==> config.mk <==
export PLATFORM = sky130hd
export DESIGN_NAME = memory_stage
export DESIGN_NICKNAME = d
export VERILOG_FILES = /design/src/rtl/memory_stage_pkg.sv /design/src/rtl/mem_op_decode.sv /design/src/rtl/memory_stage.sv
export SDC_FILE = /design/constraint.sdc
export NUM_CORES = 1
export LEC_CHECK = 0
export BUFFER_PORTS_ARGS = -buffer_cell sky130_fd_sc_hd__buf_2
export CORE_ASPECT_RATIO = 1.1
export CORE_MARGIN = 5
export CORE_UTILIZATION = 30
export DETAILED_ROUTE_END_ITERATION = 8
export PLACE_DENSITY = 0.62
export SYNTH_ARGS = -nofsm -noshare
export SYNTH_HDL_FRONTEND = slang
export SYNTH_SLANG_ARGS = --single-unit
==> constraint.sdc <==
create_clock -name clk_i -period 4 [get_ports clk_i]
set_input_delay 0.4 -clock clk_i [delete_from_list [all_inputs] [get_ports clk_i]]
set_output_delay 0.4 -clock clk_i [all_outputs]
set_load 0.02 [all_outputs]
==> src/rtl/memory_stage_pkg.sv <==
// Shared Y86-64 constants for the memory stage: stat codes, icodes, register ids, FSM states.
package memory_stage_pkg;

  localparam logic [2:0] SAOK = 3'd1;
  localparam logic [2:0] SHLT = 3'd2;
  localparam logic [2:0] SADR = 3'd3;
  localparam logic [2:0] SINS = 3'd4;

  localparam logic [3:0] IHALT   = 4'h0;
  localparam logic [3:0] INOP    = 4'h1;
  localparam logic [3:0] IRRMOVQ = 4'h2;
  localparam logic [3:0] IIRMOVQ = 4'h3;
  localparam logic [3:0] IRMMOVQ = 4'h4;
  localparam logic [3:0] IMRMOVQ = 4'h5;
  localparam logic [3:0] IOPQ    = 4'h6;
  localparam logic [3:0] IJXX    = 4'h7;
  localparam logic [3:0] ICALL   = 4'h8;
  localparam logic [3:0] IRET    = 4'h9;
  localparam logic [3:0] IPUSHQ  = 4'hA;
  localparam logic [3:0] IPOPQ   = 4'hB;

  localparam logic [3:0] RNONE   = 4'hF;

  typedef enum logic [1:0] {
    MS_IDLE = 2'd0,
    MS_BUSY = 2'd1,
    MS_DONE = 2'd2
  } ms_state_e;

endpackage

==> src/rtl/mem_op_decode.sv <==
// Combinational decode of the M-stage icode into memory direction, address and write data.
module mem_op_decode
  import memory_stage_pkg::*;
(
  input  logic [3:0]  icode_i,
  input  logic [63:0] valE_i,
  input  logic [63:0] valA_i,
  output logic        is_read_o,
  output logic        is_write_o,
  output logic [63:0] addr_o,
  output logic [63:0] wdata_o
);

  always_comb begin
    is_read_o  = 1'b0;
    is_write_o = 1'b0;
    addr_o     = valE_i;
    wdata_o    = valA_i;
    case (icode_i)
      IMRMOVQ: is_read_o = 1'b1;
      // Pops and returns read from the old stack pointer carried in valA.
      IPOPQ, IRET: begin
        is_read_o = 1'b1;
        addr_o    = valA_i;
      end
      IRMMOVQ, IPUSHQ, ICALL: is_write_o = 1'b1;
      default: ;
    endcase
  end

endmodule

==> src/rtl/memory_stage.sv <==
// Y86-64 M stage: 8-byte data access over a req/ack bus, stalls the pipe while outstanding.
// Optional MEM_TIMEOUT_EN adds a BUSY watchdog that aborts with SADR after TIMEOUT_CYCLES.
module memory_stage
  import memory_stage_pkg::*;
#(
  parameter logic [63:0] MEM_SIZE = 64'h2000
`ifdef MEM_TIMEOUT_EN
  , parameter int TIMEOUT_CYCLES = 256
`endif
) (
  input  logic        clk_i,
  input  logic        rst_i,
  input  logic [2:0]  M_stat_i,
  input  logic [3:0]  M_icode_i,
  input  logic [63:0] M_valE_i,
  input  logic [63:0] M_valA_i,
  input  logic        M_stall_i,
  output logic        dmem_req_o,
  output logic        dmem_we_o,
  output logic [63:0] dmem_addr_o,
  output logic [63:0] dmem_wdata_o,
  input  logic        dmem_ack_i,
  input  logic [63:0] dmem_rdata_i,
  input  logic        dmem_err_i,
  output logic [63:0] m_valM_o,
  output logic [2:0]  m_stat_o,
  output logic        m_stall_req_o
);

  localparam logic [63:0] ADDR_MAX = MEM_SIZE - 64'd8;

  logic        is_read, is_write, is_mem, stat_ok, in_range, eligible;
  logic [63:0] acc_addr, acc_wdata;

  mem_op_decode u_decode (
    .icode_i    (M_icode_i),
    .valE_i     (M_valE_i),
    .valA_i     (M_valA_i),
    .is_read_o  (is_read),
    .is_write_o (is_write),
    .addr_o     (acc_addr),
    .wdata_o    (acc_wdata)
  );

  assign is_mem   = is_read | is_write;
  assign stat_ok  = (M_stat_i == SAOK);
  // Constant upper bound keeps the compare free of addr+8 overflow.
  assign in_range = (acc_addr <= ADDR_MAX);
  assign eligible = is_mem & stat_ok & in_range;

  ms_state_e   state_q;
  logic        req_q, we_q, err_q;
  logic [63:0] addr_q, wdata_q, valm_q;

`ifdef MEM_TIMEOUT_EN
  localparam logic [31:0] TO_LAST = 32'(TIMEOUT_CYCLES - 1);
  logic [31:0] to_cnt_q;
`endif

  always_ff @(posedge clk_i) begin
    if (rst_i) begin
      state_q <= MS_IDLE;
      req_q   <= 1'b0;
      we_q    <= 1'b0;
      addr_q  <= '0;
      wdata_q <= '0;
      valm_q  <= '0;
      err_q   <= 1'b0;
`ifdef MEM_TIMEOUT_EN
      to_cnt_q <= '0;
`endif
    end else begin
      case (state_q)
        MS_IDLE: begin
          if (eligible) begin
            state_q <= MS_BUSY;
            req_q   <= 1'b1;
            we_q    <= is_write;
            addr_q  <= acc_addr;
            wdata_q <= acc_wdata;
`ifdef MEM_TIMEOUT_EN
            to_cnt_q <= '0;
`endif
          end
        end
        MS_BUSY: begin
          if (dmem_ack_i) begin
            state_q <= MS_DONE;
            req_q   <= 1'b0;
            valm_q  <= dmem_rdata_i;
            err_q   <= dmem_err_i;
          end
`ifdef MEM_TIMEOUT_EN
          else if (to_cnt_q == TO_LAST) begin
            state_q <= MS_DONE;
            req_q   <= 1'b0;
            valm_q  <= '0;
            err_q   <= 1'b1;
          end else begin
            to_cnt_q <= to_cnt_q + 32'd1;
          end
`endif
        end
        MS_DONE: begin
          if (!M_stall_i) state_q <= MS_IDLE;
        end
        default: state_q <= MS_IDLE;
      endcase
    end
  end

  always_comb begin
    m_valM_o = '0;
    m_stat_o = M_stat_i;
    if (state_q == MS_DONE) begin
      if (!we_q) m_valM_o = valm_q;
      if (err_q) m_stat_o = SADR;
    end else if (is_mem && stat_ok && !in_range) begin
      m_stat_o = SADR;
    end
  end

  assign m_stall_req_o = eligible & (state_q != MS_DONE);

  assign dmem_req_o   = req_q;
  assign dmem_we_o    = we_q;
  assign dmem_addr_o  = addr_q;
  assign dmem_wdata_o = wdata_q;

endmodule

==> flow_metrics.tcl <==
set metrics [dict create \
    final_common_cell "buf_2" \
    wl_per_cell_um 16.6 \
    clk_pin_slew_worst_paths_ps 80 \
    synth_area_um2 8320 \
    crit_chain "nor2b_1 > nor2b_4 > buf_4 > and2_1 > buf_2" \
    nNetsFinal 1468 \
    fmax_mhz 320 \
    synth-warning-count 0 \
    critPathBufInv 2 \
    min_path_type "input port to register" \
    slew_violations 0 \
    synth-main-ff-cell "dfxtp_1" \
    synth_top_area_share_pct 47.4 \
    synth_fa_ha_area_share_pct 0 \
    avgSynthCellArea_um2 9.27 \
    worst_pin_slew_ps 887 \
    critPathMaxFanout 35 \
    cts_setup_buffers 0 \
    grt_usage_pct 16.7 \
    synth_xor_area_share_pct 0 \
    overflow 0 \
    endpoint_kind "primary output" \
    clock-sinks 197 \
    areaGrowthSynthToFinish_pct 35.1 \
    chipHeight_um 185 \
    synth.area.mux_share_pct 11.5 \
    crit_family "simple AND/OR/NAND/NOR gates" \
    final.setup.tns_ps 0 \
    rsz0062_at_grt "false" \
    grt_pass1_wl_um 41000 \
    drive_above_1_share_pct 37.0 \
    htreeDepth 4 \
    grt_pass1_vias 7354 \
    synth_top_cell_by_area "dfxtp_1" \
    synth_edf_count 0 \
    syn_nets 1101 \
    grt_max_degree 126 \
    core.rowCount 64 \
    maxSlewHeadroom_pct 40.8 \
    hpwl_um 20800 \
    period_minus_slack_ps 3130 \
    synthCells 897 \
    grt_antenna_before_repair 6 \
    drv_cap 0 \
    synthDistinctLibCells 33 \
    fin_crit_sh_pct 78.2 \
    arrival_ps 2730 \
    numPortBuffers 401 \
    drt_pass1_iterations 4 \
    synth.ff_latch_count 197 \
    cp_slowest_cell "nor2b_4" \
    status "finished clean" \
    wl_um 27200 \
    numCtsBuffers 17 \
    ir_drop_mv 0.267 \
    vias 7442 \
    yosys-top-cells-area "dfxtp_1, nand2b_1, mux2i_1, nand2_1, and2_1" \
    ctsResizeCount 0 \
    final_antenna_net_count 0 \
    synthSimpleGateAreaFrac_pct 31.6 \
    async_flop_share_pct 0 \
    synth_top_family_by_area "simple AND/OR/NAND/NOR gates" \
    place_congestion 0.915 \
    clockRootBuffer "clkbuf_16" \
    clock_latency_ps 440 \
    max_stage_delay_ps 660 \
    die_x_um 169 \
    skew_ps 13.3 \
    post-route-util_pct 40.7 \
    dieArea_um2 31200 \
    vias_per_cell 4.54 \
    synth-compound-area-share_pct 5.14 \
    worstSetupPathType "register to primary output" \
    cts_tree "built" \
    io_pins 402 \
    hold_viol_final 0 \
    required_ps 3600 \
    drtIter0Drc 337 \
    start_util_pct 30.1 \
    drc 0 \
    cts-hold-fix-buffers 0 \
    p_leak_nw 5.03 \
    most-common-layout-cells "buf_2, dfxtp_1, nand2_1" \
    setup_viol 0 \
    p_per_area_nw_per_um2 354 \
    core-area_um2 27600 \
    cts_max_path_buffers 2 \
    startpoint_type "register" \
    n_fill_cell 2811 \
    ys_seq_area_share_pct 47.4 \
]
cells in the mapped netlist, types with 2 or more instances:
master	count
mux2i_1	78
nand2_1	137
nor4_2	4
nor2_1	18
nand4_1	9
mux2_4	8
buf_1	9
or4_1	2
a21oi_1	67
nor3_1	6
nor2b_1	16
and2_1	65
nor4_1	21
dfxtp_1	197
clkbuf_1	44
mux2_2	5
buf_6	13
nor3b_1	53
nand2b_1	131
final cells by class:
type / count / area (um2) / share of cell area (%)
Antenna cell: 1 / 2.50 / 0.0223
Clock buffer: 17 / 425 / 3.78
Clock inverter: 15 / 185 / 1.65
Multi-Input combinational cell: 632 / 4040 / 35.9
Sequential cell: 197 / 3940 / 35.1
Tap cell: 363 / 454 / 4.04
Timing Repair Buffer: 416 / 2190 / 19.5
through the flow:
stage	power [mW]	instances	hold slack [ps]	worst slack [ps]	area (um2)
finish	3.98	1641	191	873	11200
global route	4.14	1641	173	630	11200
CTS	4.04	1640	168	794	11200
detailed placement	2.25	1608	442	731	10600
global placement	2.24	1608	437	841	10600
floorplan	2.10	897	432	1660	8320
sequential cells by signal, indices dropped and copies added, names as in the netlist:
| name | cells |
|---|---|
| dmem_addr_o | 64 |
| dmem_wdata_o | 64 |
| valm_q | 64 |
| state_q | 2 |
| dmem_req_o | 1 |
| dmem_we_o | 1 |
| err_q | 1 |
path summary, 6_finish.rpt:
kind                            slack [ps]             start              end  depth (start not counted)
worst min register to register         450         valm_q[7]        valm_q[7]                          2
worst max register to register        1960        state_q[0]  dmem_wdata_o[1]                          4
worst min-delay path                   190  dmem_rdata_i[42]       valm_q[42]                          3
worst max-delay path                   870        state_q[1]     m_valM_o[15]                          5
where the power goes:
part	switching [mW]	total, mW	leakage (nW)	internal [mW]
registers	0.0000000000000000100	1.96	1.59	1.96
logic	0.121	0.239	3.15	0.118
clock network	0.882	1.79	0.296	0.904
total	1.00	3.98	5.03	2.98
routing by layer:
metal / global-route usage [%] / up-vias / share of wire, %
met4: 6.23 / 10 / 2.5
met3: 6.33 / 43 / 9.4
met1: 21.1 / 3407 / 43
met5: 0 / - / 0.23
met2: 25.9 / 273 / 45
li1: - / 3709 / -
worst reg2reg max path: stages, from the launching register on:
cell and delay [ps]:
dfxtp_1 360, a2111oi_4 380, o221a_4 720, buf_12 310
mux2i_1 210
logic make-up after synthesis:
kind of cell           count (synthesis)
AOI/OAI and AO/OA                     75
buffers and inverters                 68
DFF                                  197
muxes                                 91
and+or+nand+nor                      466
No activity file was read; power rests on OpenSTA's default activity.
